===== src/rtl/uart_tx_arbiter_pkg.sv =====
// Shared encodings for the UART transmit arbiter: parity/baud codes (same as RxUnit)
// and the arbiter FSM state type.
package uart_tx_arbiter_pkg;

  typedef enum logic [1:0] {
    PAR_NONE     = 2'b00,
    PAR_ODD      = 2'b01,
    PAR_EVEN     = 2'b10,
    PAR_NONE_ALT = 2'b11
  } parity_e;

  typedef enum logic [1:0] {
    BAUD_9600   = 2'b00,
    BAUD_19200  = 2'b01,
    BAUD_57600  = 2'b10,
    BAUD_115200 = 2'b11
  } baud_e;

  typedef enum logic [2:0] {
    S_IDLE      = 3'd0,
    S_LOAD      = 3'd1,
    S_WAIT_BUSY = 3'd2,
    S_WAIT_DONE = 3'd3,
    S_GUARD     = 3'd4
  } arb_state_e;

  // Round-robin successor of a requester index.
  function automatic int rr_next(input int idx, input int n);
    return (idx + 1 >= n) ? 0 : idx + 1;
  endfunction

endpackage


===== src/rtl/uart_tx_arbiter_if.sv =====
// Requester-side and TxUnit-side signals of the UART transmit arbiter.
// The arbiter uses the slave view; producers plus the TxUnit form the master view.
interface uart_tx_arbiter_if #(
  parameter int NREQ = 4
);
  logic [NREQ-1:0]   req_valid;
  logic [8*NREQ-1:0] req_data;
  logic [2*NREQ-1:0] req_parity;
  logic [2*NREQ-1:0] req_baud;
  logic [NREQ-1:0]   req_done;
  logic [NREQ-1:0]   req_err;
  logic [NREQ-1:0]   grant;
  logic              tx_start;
  logic [7:0]        tx_data;
  logic [1:0]        tx_parity;
  logic [1:0]        tx_baud;
  logic              tx_busy;

  modport slave (
    input  req_valid, req_data, req_parity, req_baud, tx_busy,
    output req_done, req_err, grant, tx_start, tx_data, tx_parity, tx_baud
  );

  modport master (
    output req_valid, req_data, req_parity, req_baud, tx_busy,
    input  req_done, req_err, grant, tx_start, tx_data, tx_parity, tx_baud
  );
endinterface


===== src/rtl/uart_tx_arbiter_picker.sv =====
// Combinational round-robin pick: rotate the request vector so the pointer sits at bit 0,
// take the lowest set bit, then rotate the index back.
module uart_rr_picker #(
  parameter int NREQ  = 4,
  parameter int IDX_W = 2
) (
  input  logic [NREQ-1:0]  i_valid,
  input  logic [IDX_W-1:0] i_ptr,
  output logic             o_any,
  output logic [IDX_W-1:0] o_idx,
  output logic [NREQ-1:0]  o_onehot
);

  logic [2*NREQ-1:0] w_dbl;
  logic [NREQ-1:0]   w_rot;
  logic [IDX_W-1:0]  w_off;
  logic [IDX_W:0]    w_sum;
  logic              w_found;

  always_comb begin
    w_dbl   = {i_valid, i_valid} >> i_ptr;
    w_rot   = w_dbl[NREQ-1:0];
    o_any   = |i_valid;
    w_off   = '0;
    w_found = 1'b0;
    for (int k = 0; k < NREQ; k++) begin
      if (w_rot[k] && !w_found) begin
        w_found = 1'b1;
        w_off   = IDX_W'(k);
      end
    end
    w_sum = {1'b0, w_off} + {1'b0, i_ptr};
    if (w_sum >= (IDX_W+1)'(NREQ)) w_sum = w_sum - (IDX_W+1)'(NREQ);
    o_idx    = w_sum[IDX_W-1:0];
    o_onehot = o_any ? (NREQ'(1) << o_idx) : '0;
  end

endmodule


===== src/rtl/uart_tx_arbiter.sv =====
// Shares one UART TxUnit among NREQ requesters: round-robin grant, latch the winner's
// byte/parity/baud, run the start/busy handshake and return a done or error pulse.
module uart_tx_arbiter
  import uart_tx_arbiter_pkg::*;
#(
  parameter int NREQ          = 4,
  parameter int START_TIMEOUT = 1024,
  parameter int GUARD_CYCLES  = 16
) (
  input  logic              i_clk,
  input  logic              i_rst_n,
  uart_tx_arbiter_if.slave  io_bus
);

  localparam int IDX_W   = (NREQ > 1) ? $clog2(NREQ) : 1;
  localparam int CNT_MAX = (START_TIMEOUT > GUARD_CYCLES) ? START_TIMEOUT : GUARD_CYCLES;
  localparam int CNT_W   = $clog2(CNT_MAX + 1);
  localparam logic [CNT_W-1:0] TO_LAST = CNT_W'(START_TIMEOUT - 1);
  localparam logic [CNT_W-1:0] GD_LAST = (GUARD_CYCLES == 0) ? '0 : CNT_W'(GUARD_CYCLES - 1);
  localparam logic [CNT_W-1:0] CNT_SAT = CNT_W'(CNT_MAX);

  arb_state_e       r_state, w_next;
  logic [CNT_W-1:0] r_cnt, w_cnt_nxt;
  logic [IDX_W-1:0] r_ptr, r_win;
  logic [NREQ-1:0]  r_grant;
  logic [7:0]       r_data;
  logic [1:0]       r_par, r_baud;

  logic             w_any, w_load, w_start, w_done, w_err;
  logic [IDX_W-1:0] w_idx;
  logic [NREQ-1:0]  w_onehot;

  function automatic logic [CNT_W-1:0] sat_inc(input logic [CNT_W-1:0] c);
    return (c == CNT_SAT) ? c : c + CNT_W'(1);
  endfunction

  uart_rr_picker #(.NREQ(NREQ), .IDX_W(IDX_W)) u_picker (
    .i_valid  (io_bus.req_valid),
    .i_ptr    (r_ptr),
    .o_any    (w_any),
    .o_idx    (w_idx),
    .o_onehot (w_onehot)
  );

  always_comb begin
    w_next    = r_state;
    w_cnt_nxt = r_cnt;
    w_load    = 1'b0;
    w_start   = 1'b0;
    w_done    = 1'b0;
    w_err     = 1'b0;
    case (r_state)
      S_IDLE: begin
        if (w_any) begin
          w_load = 1'b1;
          w_next = S_LOAD;
        end
      end
      S_LOAD: begin
        w_start   = 1'b1;
        w_cnt_nxt = '0;
        w_next    = S_WAIT_BUSY;
      end
      S_WAIT_BUSY: begin
        // Busy already high here is accepted as the frame start; no second strobe.
        if (io_bus.tx_busy) begin
          w_next = S_WAIT_DONE;
        end else if (r_cnt >= TO_LAST) begin
          w_err     = 1'b1;
          w_cnt_nxt = '0;
          w_next    = S_GUARD;
        end else begin
          w_cnt_nxt = sat_inc(r_cnt);
        end
      end
      S_WAIT_DONE: begin
        // Staying here needs busy high, so low now is the falling edge.
        if (!io_bus.tx_busy) begin
          w_done    = 1'b1;
          w_cnt_nxt = '0;
          w_next    = S_GUARD;
        end
      end
      S_GUARD: begin
        if (r_cnt >= GD_LAST) w_next = S_IDLE;
        else                  w_cnt_nxt = sat_inc(r_cnt);
      end
      default: w_next = S_IDLE;
    endcase
  end

  always_ff @(posedge i_clk or negedge i_rst_n) begin
    if (!i_rst_n) begin
      r_state <= S_IDLE;
      r_cnt   <= '0;
      r_ptr   <= '0;
      r_win   <= '0;
      r_grant <= '0;
      r_data  <= '0;
      r_par   <= '0;
      r_baud  <= '0;
    end else begin
      r_state <= w_next;
      r_cnt   <= w_cnt_nxt;
      if (w_load) begin
        r_grant <= w_onehot;
        r_win   <= w_idx;
        r_data  <= io_bus.req_data[int'(w_idx)*8 +: 8];
        r_par   <= io_bus.req_parity[int'(w_idx)*2 +: 2];
        r_baud  <= io_bus.req_baud[int'(w_idx)*2 +: 2];
      end else if (w_done || w_err) begin
        // Advancing on errors too keeps a dead requester from starving the rest.
        r_grant <= '0;
        r_ptr   <= IDX_W'(rr_next(int'(r_win), NREQ));
      end
    end
  end

  assign io_bus.grant     = r_grant;
  assign io_bus.tx_start  = w_start;
  assign io_bus.tx_data   = r_data;
  assign io_bus.tx_parity = r_par;
  assign io_bus.tx_baud   = r_baud;
  assign io_bus.req_done  = w_done ? r_grant : '0;
  assign io_bus.req_err   = w_err  ? r_grant : '0;

endmodule


===== src/flat_wrapper.sv =====
// flat-port wrapper written by rule: the top's interface ports become plain ports
module uart_tx_arbiter_flat import uart_tx_arbiter_pkg::*;
#(
  parameter int NREQ          = 4,
  parameter int START_TIMEOUT = 1024,
  parameter int GUARD_CYCLES  = 16
)
  (i_clk, i_rst_n, io_bus_req_valid, io_bus_req_data, io_bus_req_parity, io_bus_req_baud, io_bus_tx_busy, io_bus_req_done, io_bus_req_err, io_bus_grant, io_bus_tx_start, io_bus_tx_data, io_bus_tx_parity, io_bus_tx_baud);
  uart_tx_arbiter_if #(.NREQ(NREQ)) io_bus_i ();
  input  logic i_clk;
  input  logic i_rst_n;
  input wire logic [$bits(io_bus_i.req_valid)-1:0] io_bus_req_valid;
  input wire logic [$bits(io_bus_i.req_data)-1:0] io_bus_req_data;
  input wire logic [$bits(io_bus_i.req_parity)-1:0] io_bus_req_parity;
  input wire logic [$bits(io_bus_i.req_baud)-1:0] io_bus_req_baud;
  input wire logic [$bits(io_bus_i.tx_busy)-1:0] io_bus_tx_busy;
  output wire logic [$bits(io_bus_i.req_done)-1:0] io_bus_req_done;
  output wire logic [$bits(io_bus_i.req_err)-1:0] io_bus_req_err;
  output wire logic [$bits(io_bus_i.grant)-1:0] io_bus_grant;
  output wire logic [$bits(io_bus_i.tx_start)-1:0] io_bus_tx_start;
  output wire logic [$bits(io_bus_i.tx_data)-1:0] io_bus_tx_data;
  output wire logic [$bits(io_bus_i.tx_parity)-1:0] io_bus_tx_parity;
  output wire logic [$bits(io_bus_i.tx_baud)-1:0] io_bus_tx_baud;
  assign io_bus_i.req_valid = io_bus_req_valid;
  assign io_bus_i.req_data = io_bus_req_data;
  assign io_bus_i.req_parity = io_bus_req_parity;
  assign io_bus_i.req_baud = io_bus_req_baud;
  assign io_bus_i.tx_busy = io_bus_tx_busy;
  assign io_bus_req_done = io_bus_i.req_done;
  assign io_bus_req_err = io_bus_i.req_err;
  assign io_bus_grant = io_bus_i.grant;
  assign io_bus_tx_start = io_bus_i.tx_start;
  assign io_bus_tx_data = io_bus_i.tx_data;
  assign io_bus_tx_parity = io_bus_i.tx_parity;
  assign io_bus_tx_baud = io_bus_i.tx_baud;
  uart_tx_arbiter #(.NREQ(NREQ), .START_TIMEOUT(START_TIMEOUT), .GUARD_CYCLES(GUARD_CYCLES)) u_core (.i_clk(i_clk), .i_rst_n(i_rst_n), .io_bus(io_bus_i));
endmodule

===== config.mk =====
export PLATFORM = sky130hd
export DESIGN_NAME = uart_tx_arbiter_flat
export DESIGN_NICKNAME = d
export VERILOG_FILES = /design/src/rtl/uart_tx_arbiter_pkg.sv /design/src/rtl/uart_tx_arbiter_if.sv /design/src/rtl/uart_tx_arbiter_picker.sv /design/src/rtl/uart_tx_arbiter.sv /design/src/flat_wrapper.sv
export SDC_FILE = /design/constraint.sdc
export NUM_CORES = 1
export LEC_CHECK = 0
export BUFFER_PORTS_ARGS = -buffer_cell sky130_fd_sc_hd__clkbuf_2
export CAP_MARGIN = 20
export CORE_ASPECT_RATIO = 1.2
export CORE_UTILIZATION = 46
export CTS_CLUSTER_DIAMETER = 80
export DETAILED_ROUTE_END_ITERATION = 7
export GPL_ROUTABILITY_DRIVEN = 0
export GPL_TIMING_DRIVEN = 0
export PLACE_DENSITY = 0.83
export SKIP_CTS_REPAIR_TIMING = 1
export SLEW_MARGIN = 20
export SYNTH_ARGS = -nofsm -noshare
export SYNTH_HDL_FRONTEND = slang
export SYNTH_HIERARCHICAL = 1
export SYNTH_SLANG_ARGS = --single-unit

===== constraint.sdc =====
create_clock -name i_clk -period 2.79 [get_ports i_clk]
set_clock_uncertainty 0.15 [all_clocks]
set_input_delay 0.4185 -clock i_clk [delete_from_list [all_inputs] [get_ports i_clk]]
set_output_delay 0.4185 -clock i_clk [all_outputs]
set_load 0.02 [all_outputs]

* Word level (Yosys, flattened, before mapping)
Index checks and enable logic that the tools add are counted.
** Storage, ports and cells
- Flip-flop bits (word level) :: 34
- Output and inout bits :: 25
** Cells by class
- $add $sub $neg :: 4
- Order comparisons :: 4
- Eq/ne operators :: 11
- Shift-type cells :: 5
- Multiplexer cells :: 33
- Bitwise gates (word level) :: 1
- Reductions and logical operators :: 14
** Operator list (count)
- 2-to-1 mux 11 bit :: 5
- case mux 11 bit (4 select lines) :: 1
- variable part select 32 x 6 -> 8 bit :: 1
- 2-to-1 mux 4 bit :: 5
- variable part select 8 x 4 -> 2 bit :: 2
- 2-to-1 mux 3 bit :: 5
- case mux 3 bit (5 select lines) :: 1
- 2-to-1 mux 1 bit :: 12
- adder 11 x 1 -> 11 bit (second input constant) :: 1
- == test 11 bit (second input constant) :: 1
- greater-or-equal comparator 11 x 10 -> 1 bit (second input constant) :: 1
- greater-or-equal comparator 11 x 4 -> 1 bit (second input constant) :: 1
- 2-to-1 mux 2 bit :: 4
- inequality test 2 bit (second input constant) :: 4
- AND reduction 4 bit :: 2
- right shift 8 x 2 -> 4 bit :: 1
- == test 3 x 2 -> 1 bit (second input constant) :: 2
- greater-or-equal comparator 3 bit (second input constant) :: 2
- nonzero test 4 bit :: 1
- OR reduction 4 bit :: 1
- << shifter 1 x 2 -> 4 bit (first input constant) :: 1
- adder 2 x 1 -> 3 bit (second input constant) :: 1
- adder 2 x 2 -> 3 bit :: 1
- == test 3 x 1 -> 1 bit (second input constant) :: 1
- other kinds (11) :: 15

* Logic depth before layout (Yosys ltp)
Gate-level depths: netlist of the first run.
- Depth in word-level cells :: 17
- Mapped depth :: 11

* Modules after synthesis
Netlist of the first run, hierarchy kept.
** By module, submodules not included
- uart_tx_arbiter :: times used 1, cells each 178, area an instance 2023.2 um2, sequential area each 850.8 um2
- uart_rr_picker :: times used 1, cells each 41, area an instance 287.8 um2, sequential area each 0.0 um2

* Worst setup path after synthesis of the first run
Ideal clock, no wire load.
- Path type :: input port to flip-flop
- Start point :: input io_bus_req_valid[2]
- End point :: register u_core.r_baud[0] (netlist: u_core/io_bus.tx_baud[0])
- Setup time :: 0.125 ns
- Data arrival time :: 2.654 ns
- Setup slack :: -0.138 ns
- Stages on the path :: 9
- Path through :: buf_6 > or4_1 > nand3_1 > ha_1 > xnor2_1 > xnor2_1 > clkbuf_1 > mux4_2 > mux2_2
** On the way
- Longest elaborated chain between the ends :: 15
- Elaborated cells on any way between the ends :: 21
- Classes of those cells :: 2 x add/sub; 1 x order compare; 2 x shift; 9 x mux; 7 x reduce/logical
** RTL lines
- from (decl) :: RTL line flat_wrapper.sv:12 : input wire logic [$bits(io_bus_i.req_valid)-1:0] io_bus_req_valid;
- right shift 8 x 2 -> 4 bit * :: RTL line uart_tx_arbiter_picker.sv:21 : w_dbl = {i_valid, i_valid} >> i_ptr;
- 2-to-1 mux 1 bit :: RTL line uart_tx_arbiter_picker.sv:27 : if (w_rot[k] && !w_found) begin
- zero test 1 bit :: RTL line uart_tx_arbiter_picker.sv:27
- logical AND 1 bit :: RTL line uart_tx_arbiter_picker.sv:27
- 2-to-1 mux 1 bit :: RTL line uart_tx_arbiter_picker.sv:27
- zero test 1 bit :: RTL line uart_tx_arbiter_picker.sv:27
- logical AND 1 bit :: RTL line uart_tx_arbiter_picker.sv:27
- 2-to-1 mux 1 bit :: RTL line uart_tx_arbiter_picker.sv:27
- zero test 1 bit :: RTL line uart_tx_arbiter_picker.sv:27
- logical AND 1 bit :: RTL line uart_tx_arbiter_picker.sv:27
- 2-to-1 mux 2 bit * :: RTL line uart_tx_arbiter_picker.sv:27
- adder 2 x 2 -> 3 bit * :: RTL line uart_tx_arbiter_picker.sv:32 : w_sum = {1'b0, w_off} + {1'b0, i_ptr};
- greater-or-equal comparator 3 bit / subtractor 2 x 1 -> 2 bit (equally long branches) :: RTL line uart_tx_arbiter_picker.sv:33 : if (w_sum >= (IDX_W+1)'(NREQ)) w_sum = w_sum - (IDX_W+1)'(NREQ);
- 2-to-1 mux 2 bit * :: RTL line uart_tx_arbiter_picker.sv:33
- via u_core.w_idx[1] :: RTL line uart_tx_arbiter.sv:30 : logic [IDX_W-1:0] w_idx;
- variable part select 8 x 4 -> 2 bit * :: RTL line uart_tx_arbiter.sv:110 : r_baud <= io_bus.req_baud[int'(w_idx)*2 +: 2];
- to (signal assigned) :: RTL line uart_tx_arbiter.sv:110
- to (decl) :: RTL line uart_tx_arbiter.sv:27 : logic [1:0] r_par, r_baud;
Mark *: on every way through the listed nets, which the timed path passes. The rest lies on a longest branch.
A chain may end at the register's enable or synchronous reset.

* Final worst setup path of the first run
- Start point :: register u_core.r_ptr[0]
- End point :: register u_core.r_baud[1] (netlist: u_core/io_bus.tx_baud[1])
** On the way
- Longest elaborated chain between the ends :: 15
- Elaborated cells on any way between the ends :: 18
- Classes of those cells :: 2 x add/sub; 1 x order compare; 2 x shift; 7 x mux; 6 x reduce/logical
** RTL lines
- from (decl) :: RTL line uart_tx_arbiter.sv:24 : logic [IDX_W-1:0] r_ptr, r_win;
- from (signal assigned) :: RTL line uart_tx_arbiter.sv:114 : r_ptr <= IDX_W'(rr_next(int'(r_win), NREQ));
- right shift 8 x 2 -> 4 bit :: RTL line uart_tx_arbiter_picker.sv:21
- 2-to-1 mux 1 bit :: RTL line uart_tx_arbiter_picker.sv:27
- zero test 1 bit :: RTL line uart_tx_arbiter_picker.sv:27
- logical AND 1 bit :: RTL line uart_tx_arbiter_picker.sv:27
- 2-to-1 mux 1 bit :: RTL line uart_tx_arbiter_picker.sv:27
- zero test 1 bit :: RTL line uart_tx_arbiter_picker.sv:27
- logical AND 1 bit :: RTL line uart_tx_arbiter_picker.sv:27
- 2-to-1 mux 1 bit :: RTL line uart_tx_arbiter_picker.sv:27
- zero test 1 bit :: RTL line uart_tx_arbiter_picker.sv:27
- logical AND 1 bit :: RTL line uart_tx_arbiter_picker.sv:27
- 2-to-1 mux 2 bit :: RTL line uart_tx_arbiter_picker.sv:27
- adder 2 x 2 -> 3 bit * :: RTL line uart_tx_arbiter_picker.sv:32
- greater-or-equal comparator 3 bit / subtractor 2 x 1 -> 2 bit (equally long branches) :: RTL line uart_tx_arbiter_picker.sv:33
- 2-to-1 mux 2 bit * :: RTL line uart_tx_arbiter_picker.sv:33
- via u_core.w_idx[1] :: RTL line uart_tx_arbiter.sv:30
- variable part select 8 x 4 -> 2 bit * :: RTL line uart_tx_arbiter.sv:110
Marks and branches as above.

==> results of run 1 <==
## stage by stage
step | total power [W] | setup TNS (ns) | setup WS (ns) | std cells
floorplan | 0.00228 | 0 | 0.0211 | 219
global route | 0.00373 | -0.246 | -0.0479 | 371
finish | 0.00349 | 0 | 0.0249 | 371
global placement | 0.00264 | -2.26 | -0.262 | 355
CTS | 0.00316 | -3.67 | -0.386 | 363
detailed placement | 0.00272 | -3.38 | -0.375 | 355
## worst max-delay path by stage
stage	startpoint	endpoint	slack, ns
6_report	u_core/r_ptr[0]	u_core/io_bus.tx_baud[1]	0.02
5_1_grt	u_core/r_ptr[0]	u_core/io_bus.tx_baud[1]	-0.05
4_1_cts	u_core/r_ptr[0]	u_core/io_bus.tx_baud[1]	-0.39
3_5_place_dp	u_core/r_ptr[0]	u_core/io_bus.tx_baud[1]	-0.38
3_3_place_gp	u_core/r_ptr[0]	u_core/io_bus.tx_baud[1]	-0.26
2_1_floorplan	io_bus_req_valid[2]	u_core/io_bus.tx_baud[0]	0.02
## flip-flops by register name, summed over array words and instances, names as in the netlist
| name | flops |
|---|---|
| u_core/r_state | 3 |
| u_core/io_bus.tx_parity | 2 |
| u_core/r_cnt | 11 |
| u_core/io_bus.tx_data | 8 |
| u_core/io_bus.grant | 4 |
| u_core/r_win | 2 |
| u_core/io_bus.tx_baud | 2 |
| u_core/r_ptr | 2 |
## critical path, stage by stage (launching register included)
cell     delay, ns
dfrtp_1       0.40
buf_4         0.18
or4_1         0.52
nand3_2       0.10
ha_4          0.17
xnor2_4       0.14
xnor2_2       0.14
buf_6         0.16
buf_8         0.12
mux4_2        0.30
mux2_2        0.28
## cell usage after synthesis, types with 4 or more instances
library cell / number
buf_2: 8
and3_1: 5
mux2i_1: 5
mux4_2: 12
nand2_1: 24
nand3_1: 8
dfrtp_1: 34
o21ai_1: 6
ha_1: 4
and2_1: 6
a21oi_1: 6
o21ai_0: 5
nor2_1: 11
nand2b_1: 4
mux2_2: 14
inv_1: 8
nor2b_1: 4
## cell families after synthesis
| family | count (synthesis) | synth area share |
|---|---|---|
| buf+inv | 19 | 0.0417 |
| mux | 32 | 0.212 |
| compound gates | 42 | 0.134 |
| simple gates | 85 | 0.211 |
| flops | 34 | 0.368 |
| fa+ha+maj | 4 | 0.0217 |
| xor+xnor | 3 | 0.0114 |
## per-layer routing
metal	share of wire	routed length, um	GRT usage	vias up
li1	-	-	-	1009
met1	0.42	2210	0.257	1012
met2	0.51	2710	0.361	81
met3	0.054	287	0.0400	10
met4	0.020	104	0.0872	0
met5	0	0	0	-
## power by group through the flow
| stage | registers (W) | clock network (W) | logic, W |
|---|---|---|---|
| 5_1_grt | 0.000819 | 0.000473 | 0.00244 |
| 3_5_place_dp | 0.000802 | 0 | 0.00191 |
| 4_1_cts | 0.000794 | 0.000449 | 0.00192 |
| 3_3_place_gp | 0.000793 | 0 | 0.00185 |
| 6_report | 0.000793 | 0.000436 | 0.00226 |
| 2_1_floorplan | 0.000915 | 0 | 0.00136 |
## area by class of cell
class,count,area [sq um]
Clock buffer,7,76.3
Timing Repair Buffer,86,472
Multi-Input combinational cell,166,1420
Tap cell,58,72.6
Fill cell,372,1670
Clock inverter,1,30.0
Sequential cell,34,851
Inverter,8,30.0
Buffer,11,82.6
==> key figures, run 1 <==
Floorplan
  • Die height: 79.6 um
  • Initial Util: 0.492
  • Die X-Extent: 66.7 um
  • Die area: 5310 sq um
  • IO Pins: 80
  • Std-Cell Rows: 27
  • Core area: 4700 sq um

Power
  • Comb pwr share: 0.648
  • P per Cell Area: 1150 nW/um^2
  • Clock group share of total power: 0.125
  • NetSw: 0.00139 W
  • Reg power frac: 0.227
  • VDD IR max: 0.808 mV
  • Int Pwr: 0.00211 W
  • Sw frac: 0.397
  • Leak: 1.37 nW

Placement
  • Post-DP HPWL: 3820 um
  • DP Area: 2780 sq um
  • PortBufs: 78

Logic synthesis
  • Yosys reg bits: 34
  • Ys async rst share: 1.00
  • Synthesized netlist cell count: 219
  • Post-synth EDFFs: 0
  • Share of Yosys cell area claimed by the top area cell type: 0.368
  • Unique masters post-synth: 54
  • Post-synthesis sequential area ratio: 0.368
  • Post-synthesis net count: 278
  • Synth top area cells: dfrtp_1 (37%), mux4_2 (12%), mux2_2 (6.8%)
  • Largest area contributor in the netlist: dfrtp_1
  • Post-Syn Area per Cell: 10.6 sq um
  • Main flop type after synthesis: dfrtp_1
  • Mapped Area: 2310 sq um
  • Yosys Warn Count: 6

Timing
  • Fmax: 0.362 GHz
  • Final hold slack: 0.0702 ns
  • Minimum clock period: 2.77 ns
  • Max Slew Vio Count: 0
  • Final Setup Violations: 0
  • Crit share post-route: 0.991
  • Final Hold Vio Count: 0
  • Slew @ Worst Pin: 0.828 ns
  • RSZ-0062 raised after global routing: yes
  • Relative slew slack: 0.448

Critical path
  • WS Path Type: reg -> reg
  • Arr. time, crit path: 2.79 ns
  • Data required, critical path: 2.81 ns
  • R2r startpoint: u_core/r_ptr[0]
  • Crit path launch type: register
  • Crit-path max FO: 10
  • Worst r2r path cells: 10
  • CP Capture Type: register
  • Reg2reg setup slack: 0.02 ns
  • Reg2reg end: u_core/io_bus.tx_baud[1]

Global route
  • First-pass GRT wire length: 8430 um
  • Global Route Usage Sum: 0.211
  • Initial antenna violation count: 0
  • Number of global-route vias before repair: 1883
  • Largest net degree at the start of global routing: 35
  • Grt ovf: 0

Finish
  • Commonest non-fill, non-tap cell in the layout: clkbuf_2
  • Layout Nets: 371
  • Area grow syn2layout: 31.1%
  • Fin area: 3030 sq um
  • Layout cell share with drive strength beyond 1: 0.466
  • Commonest non-fill, non-tap cells in the layout: clkbuf_2 (78), dfrtp_1 (34), nand2_1 (24)
  • Antenna Diode Count: 0
  • Fin util: 0.645

CTS
  • Maximum buffer depth of the clock tree: 2
  • Clk sink count: 34
  • TritonCTS Buffers: 5
  • H-tree depth: 2
  • Root buffer cell: clkbuf_8
  • Worst-skew pair later-pin latency: 0.28 ns
  • CTS tree: built
  • Clk slew on worst S/H paths: 0.07 ns

Drt
  • Vias per cell: 5.69
  • Drt pass-1 iters: 4
  • Drt drc: 0
  • WL/cell: 14.3 um
  • Total length of routed wires: 5310 um
  • Initial drt markers: 105
  • Post-detailed-route count of antenna-violating nets: 0
  • Via count of the routed design: 2112

Min path
  • Hold Path Class: in -> async

Job
  • Max-cap viol count: 0

Status
  • Outcome: finished, final reports clean
Note: power is estimated with default switching activity, not from simulation.
==> inputs of run 2 (changes only) <==
- CORE_ASPECT_RATIO: 1.2 -> 1.4
- CORE_UTILIZATION: 46 -> 45
- PLACE_DENSITY: 0.83 -> 0.82
- SYNTH_HIERARCHICAL: 1 -> not set
==> key figures, run 2 <==
Timing
  • RSZ-0062 raised after global routing: yes
  • Fmax: 0.371 GHz (+2.6%)
  • Setup TNS: 0 ns (unchanged)
  • Slew @ Worst Pin: 0.837 ns (+0.00857 ns)
  • Minimum clock period: 2.70 ns (-0.0700 ns)
  • Final worst setup slack: 0.0949 ns (+0.0700 ns)
  • Final Hold Vio Count: 0 (unchanged)
  • Crit share post-route: 0.966 (-0.0251)
  • Relative slew slack: 0.442 (-0.00571)
  • Final hold slack: 0.0725 ns (+0.00226 ns)
  • Max Slew Vio Count: 0 (unchanged)
  • Final Setup Violations: 0 (unchanged)

Status
  • Outcome: finished, final reports clean

Floorplan
  • Std-Cell Rows: 30 (+11%)
  • Die height: 85.8 um (+7.8%)
  • Die X-Extent: 61.9 um (-7.2%)
  • Die area: 5310 sq um (about the same)
  • Initial Util: 0.467 (-0.0255)
  • Core area: 4840 sq um (+3.1%)
  • IO Pins: 80 (unchanged)

Power
  • NetSw: 0.00186 W (+35%)
  • Int Pwr: 0.00202 W (-4.2%)
  • Sw frac: 0.480 (+0.0834)
  • VDD IR max: 1.02 mV (+27%)
  • Clock group share of total power: 0.142 (+0.017)
  • Comb pwr share: 0.647 (about the same)
  • Reg power frac: 0.211 (-0.016)
  • P per Cell Area: 1250 nW/um^2 (+8.7%)
  • Leak: 1.43 nW (+4.0%)

Logic synthesis
  • Yosys reg bits: 34 (unchanged)
  • Mapped Area: 2260 sq um (-2.2%)
  • Yosys Warn Count: 0 (-6)
  • Post-Syn Area per Cell: 8.97 sq um (-15%)
  • Top cells by count, synth: dfrtp_1 (34), nand2_1 (28), nor2b_1 (26), nor2_1 (15), o31ai_1 (13)
  • Synthesized netlist cell count: 252 (+15%)
  • Post-synthesis sequential area ratio: 0.377 (+0.00836)
  • Unique masters post-synth: 54 (unchanged)
  • Post-synthesis net count: 311 (+12%)
  • Leading cell type by number of instances after synthesis: dfrtp_1
  • Post-synth EDFFs: 0 (unchanged)
  • Largest area contributor in the netlist: dfrtp_1
  • Share of Yosys cell area claimed by the top area cell type: 0.377 (+0.00836)
  • Synth top area cells: dfrtp_1 (38%), nor2b_1 (7.2%), nand2_1 (4.7%)
  • Ys async rst share: 1.00 (unchanged)
  • Main flop type after synthesis: dfrtp_1

Critical path
  • Reg2reg setup slack: 0.09 ns (+0.07 ns)
  • Reg2reg end: u_core.io_bus.tx_data[5]
  • Crit-path max FO: 10 (unchanged)
  • Worst r2r path cells: 10 (unchanged)
  • CP Capture Type: register
  • Crit path launch type: register
  • R2r startpoint: u_core.r_ptr[0]
  • WS Path Type: reg -> reg
  • Data required, critical path: 2.79 ns (-0.02 ns)
  • Arr. time, crit path: 2.70 ns (-0.09 ns)
  • CP Launch Point: u_core.r_ptr[0]

Finish
  • Biggest register: u_core.r_cnt
  • Largest register FFs: 11 (unchanged)
  • Fillers: 387 (+4.0%)
  • Layout cell share with drive strength beyond 1: 0.400 (-0.0665)
  • Antenna Diode Count: 0 (unchanged)
  • Area of the multi-input gates: 1500 sq um (+6.1%)
  • Commonest non-fill, non-tap cell in the layout: clkbuf_2
  • Area grow syn2layout: 37.2%
  • Layout Nets: 398 (+7.3%)
  • Reg area: 853 sq um (+0.29%)
  • Fin area: 3100 sq um (+2.3%)
  • Commonest non-fill, non-tap cells in the layout: clkbuf_2 (81), dfrtp_1 (32), nand2_1 (28)

Global route
  • Grt ovf: 0 (unchanged)
  • First-pass GRT wire length: 10000 um (+19%)
  • Number of global-route vias before repair: 2261 (+20%)
  • Largest net degree at the start of global routing: 35 (unchanged)
  • Global Route Usage Sum: 0.248 (+0.0368)
  • Initial antenna violation count: 0 (unchanged)

Drt
  • Vias per cell: 5.95 (+4.4%)
  • Drt drc: 0 (unchanged)
  • Via count of the routed design: 2402 (+14%)
  • Initial drt markers: 101 (-3.8%)
  • Total length of routed wires: 6530 um (+23%)
  • WL/cell: 16.2 um (+13%)
  • Drt pass-1 iters: 4 (unchanged)
  • Post-detailed-route count of antenna-violating nets: 0 (unchanged)

Placement
  • Post-DP HPWL: 4690 um (+23%)
  • DP Area: 2740 sq um (-1.5%)
  • Pre-CTS setup slack: -0.219 ns (+0.156 ns)
  • PortBufs: 79 (+1.3%)

CTS
  • Clk sink count: 34 (unchanged)
  • Root buffer cell: clkbuf_8
  • H-tree depth: 2 (unchanged)
  • TritonCTS Buffers: 5 (unchanged)
  • Worst-skew pair later-pin latency: 0.29 ns (about the same)
  • Clk slew on worst S/H paths: 0.08 ns (about the same)
  • CTS tree: built
  • Maximum buffer depth of the clock tree: 2 (unchanged)

Min path
  • Hold Path Class: in -> async

Job
  • Max-cap viol count: 0 (unchanged)
run 2: per-layer routing:
metal / vias to the layer above / track usage / part of all wire
li1: 1127 / - / -
met1: 1146 / 0.284 / 0.37
met2: 118 / 0.451 / 0.56
met3: 11 / 0.0468 / 0.053
met4: 0 / 0.0687 / 0.015
met5: - / 0 / 0
run 2: logic make-up (layout without fill, tap and decap cells):
| group | after synthesis | after routing | share of synthesized area |
|---|---|---|---|
| fa+ha+maj | 4 | 4 | 0.0221 |
| compound gates | 77 | 77 | 0.275 |
| buf+inv | 20 | 108 | 0.0404 |
| xor+xnor | 2 | 2 | 0.00775 |
| flops | 34 | 34 | 0.377 |
| mux | 2 | 2 | 0.00997 |
| simple gates | 113 | 113 | 0.268 |
run 2: worst max path at each step:
stage,endpoint
after CTS,io_bus_req_err[1]
after global routing,u_core.io_bus.tx_data[5]
after floorplan,u_core.io_bus.tx_data[4]
after global placement,u_core.io_bus.tx_data[6]
after detailed placement,u_core.io_bus.tx_data[6]
final,u_core.io_bus.tx_data[5]
run 2: final cells by class:
cell class | count | area share
Buffer | 16 | 0.0347
Multi-Input combinational cell | 198 | 0.485
Inverter | 4 | 0.00484
Tap cell | 64 | 0.0258
Clock buffer | 5 | 0.0222
Timing Repair Buffer | 80 | 0.130
Clock inverter | 3 | 0.0222
Sequential cell | 34 | 0.275
run 2: stage by stage:
step / utilization / total power (W) / std cells
after CTS: 0.593 / 0.00333 / 403
after floorplan: - / 0.00223 / 252
after global routing: 0.640 / 0.00414 / 404
final: 0.640 / 0.00388 / 404
after detailed placement: 0.565 / 0.00279 / 395
after global placement: 0.565 / 0.00273 / 395
run 2: critical path: stages (launching register included):
cell and delay, ns:
dfrtp_1 0.42, buf_2 0.19, o311ai_2 0.29, o21ai_1 0.11
o221ai_1 0.10, ha_2 0.27, xor2_2 0.19, nand3_2 0.14
buf_4 0.22, a221oi_1 0.34, o31ai_1 0.13
run 2: power by group through the flow:
stage          Clock (W)  Combinational [W]  Sequential, W
2_1_floorplan          0            0.00132       0.000910
3_3_place_gp           0            0.00192       0.000808
3_5_place_dp           0            0.00197       0.000816
4_1_cts         0.000552            0.00197       0.000811
5_1_grt         0.000570            0.00273       0.000838
6_report        0.000549            0.00251       0.000820
==> inputs of run 3 (changes only) <==
- clock period: 2.79 -> 2.2 ns (I/O delays scaled with it)
==> key figures, run 3 (synthesis gave the netlist of run 2 again) <==
Finish
  • Commonest non-fill, non-tap cell in the layout: clkbuf_2
  • Largest register FFs: 11 (unchanged)
  • Layout Nets: 412 (+3.5%)
  • Fin area: 3620 sq um (+17%)
  • Area grow syn2layout: 60.4%
  • Post-Layout Cell Count: 418 (+3.5%)
  • Biggest register: u_core.r_cnt
  • Commonest non-fill, non-tap cells in the layout: clkbuf_2 (75), dfrtp_1 (30), nand2_1 (26), nor2b_1 (26)
  • Antenna Diode Count: 0 (unchanged)
  • Layout cell share with drive strength beyond 1: 0.480 (+0.0802)
  • Fillers: 323 (-17%)

Global route
  • First-pass GRT wire length: 10300 um (+3.0%)
  • Initial antenna violation count: 0 (unchanged)
  • Grt ovf: 0 (unchanged)
  • Global Route Usage Sum: 0.257 (+0.00945)
  • Largest net degree at the start of global routing: 35 (unchanged)
  • Number of global-route vias before repair: 2306 (+2.0%)

Critical path
  • CP Capture Type: output pin
  • Worst r2r path cells: 11 (+1)
  • R2r startpoint: u_core.r_ptr[0]
  • Arr. time, crit path: 2.02 ns (-0.68 ns)
  • Data required, critical path: 1.72 ns (-1.07 ns)
  • Reg2reg setup slack: -0.27 ns (-0.36 ns)
  • WS Path Type: reg -> out
  • Crit-path max FO: 5 (-5)
  • Crit path launch type: register
  • Reg2reg end: u_core.io_bus.tx_parity[1]

Timing
  • Final hold slack: -0.0356 ns (-0.108 ns)
  • Crit share post-route: 1.14
  • Relative slew slack: 0.440 (-0.00209)
  • Final worst setup slack: -0.301 ns (-0.396 ns)
  • Max Slew Vio Count: 0 (unchanged)
  • RSZ-0062 raised after global routing: yes
  • Final Setup Violations: 21 (+21)
  • Slew @ Worst Pin: 0.840 ns (+0.00313 ns)
  • Final Hold Vio Count: 34 (+34)
  • Fmax: 0.400 GHz
  • Minimum clock period: 2.50 ns

Job
  • Max-cap viol count: 0 (unchanged)

CTS
  • CTS tree: built
  • Maximum buffer depth of the clock tree: 2 (unchanged)
  • Clk slew on worst S/H paths: 0.08 ns (about the same)
  • Root buffer cell: clkbuf_8
  • Worst-skew pair later-pin latency: 0.30 ns (about the same)
  • TritonCTS Buffers: 5 (unchanged)
  • H-tree depth: 2 (unchanged)
  • Clk sink count: 34 (unchanged)

Drt
  • Drt drc: 0 (unchanged)
  • Metal3 WL: 332 um (-4.6%)
  • Post-detailed-route count of antenna-violating nets: 0 (unchanged)
  • Initial drt markers: 124 (+23%)
  • Wl on met1: 2850 um (+17%)
  • Top Metal Used: met4
  • WL/cell: 17.8 um (+10%)
  • Via count of the routed design: 2484 (+3.4%)
  • Drt pass-1 iters: 4 (unchanged)
  • Vias per cell: 5.94 (about the same)
  • Met2 WL: 4150 um (+14%)
  • Total length of routed wires: 7440 um (+14%)

Floorplan
  • Die height: 85.8 um (unchanged)
  • Std-Cell Rows: 30 (unchanged)
  • Die X-Extent: 61.9 um (unchanged)
  • Die area: 5310 sq um (unchanged)
  • Core area: 4840 sq um (unchanged)
  • Initial Util: 0.467 (unchanged)
  • IO Pins: 80 (unchanged)

Power
  • P per Cell Area: 1740 nW/um^2 (+39%)
  • Leak: 1.60 nW (+12%)
  • Total Power: 0.00630 W (+62%)
  • VDD IR max: 1.43 mV (+40%)

Placement
  • Pre-CTS setup slack: -0.309 ns (-0.0897 ns)
  • Post-DP HPWL: 4770 um (+1.8%)
  • Placed Instances: 395 (unchanged)
  • PortBufs: 79 (unchanged)
  • DP Area: 3070 sq um (+12%)

Min path
  • Hold Path Class: in -> async

Status
  • Outcome: complete, but fails checks
  • Failing checks: hold timing, setup timing
## run 3: changes by cell type in the layout (fill, tap and decap cells not counted), sizes merged
cell / before / now
buf: 11 / 27
clkbuf: 90 / 88
## run 3: critical path: stages (launching register included)
cell	delay, ns
dfrtp_2	0.43
ha_2	0.25
a21oi_4	0.05
nor4_4	0.19
nor2_1	0.08
nor4_2	0.39
and2_1	0.21
buf_6	0.12
## run 3: per-stage QoR
step | utilization | TNS (ns)
finish | 0.749 | -4.21
global placement | 0.634 | -4.00
global route | 0.749 | -6.80
CTS | 0.662 | -6.83
floorplan | - | -0.365
detailed placement | 0.634 | -5.25
## run 3: layer usage
layer,GRT usage,vias to the layer above
met1,0.296,1218
met3,0.0558,11
met2,0.450,89
met4,0.0970,0
li1,-,1166
met5,0,-
## run 3: worst max path at each step
stage                                    from                       end  depth (start not counted)
after floorplan               u_core.r_ptr[0]    u_core.io_bus.grant[0]                         10
after global placement        u_core.r_ptr[0]    u_core.io_bus.grant[0]                         10
after detailed placement  io_bus_req_valid[0]  u_core.io_bus.tx_data[2]                         11
after CTS                     u_core.r_cnt[1]         io_bus_req_err[0]                          7
after global routing          u_core.r_cnt[0]         io_bus_req_err[3]                          7
final                         u_core.r_cnt[0]         io_bus_req_err[2]                          7
## run 3: layout make-up
cell class | instances | area (sq um) | area share
multi-input cells | 198 | 1790 | 0.495
repair buffers | 94 | 563 | 0.155
clock buffers | 5 | 68.8 | 0.0190
flip-flops and latches | 34 | 856 | 0.236
plain buffers | 16 | 179 | 0.0494
inverters | 4 | 15.0 | 0.00414
well taps | 64 | 80.1 | 0.0221
clock inverters | 3 | 68.8 | 0.0190
## run 3: power breakdown
group          internal (W)  switching (W)
clock network      0.000454       0.000261
registers          0.000854       0.000189
logic               0.00204        0.00250
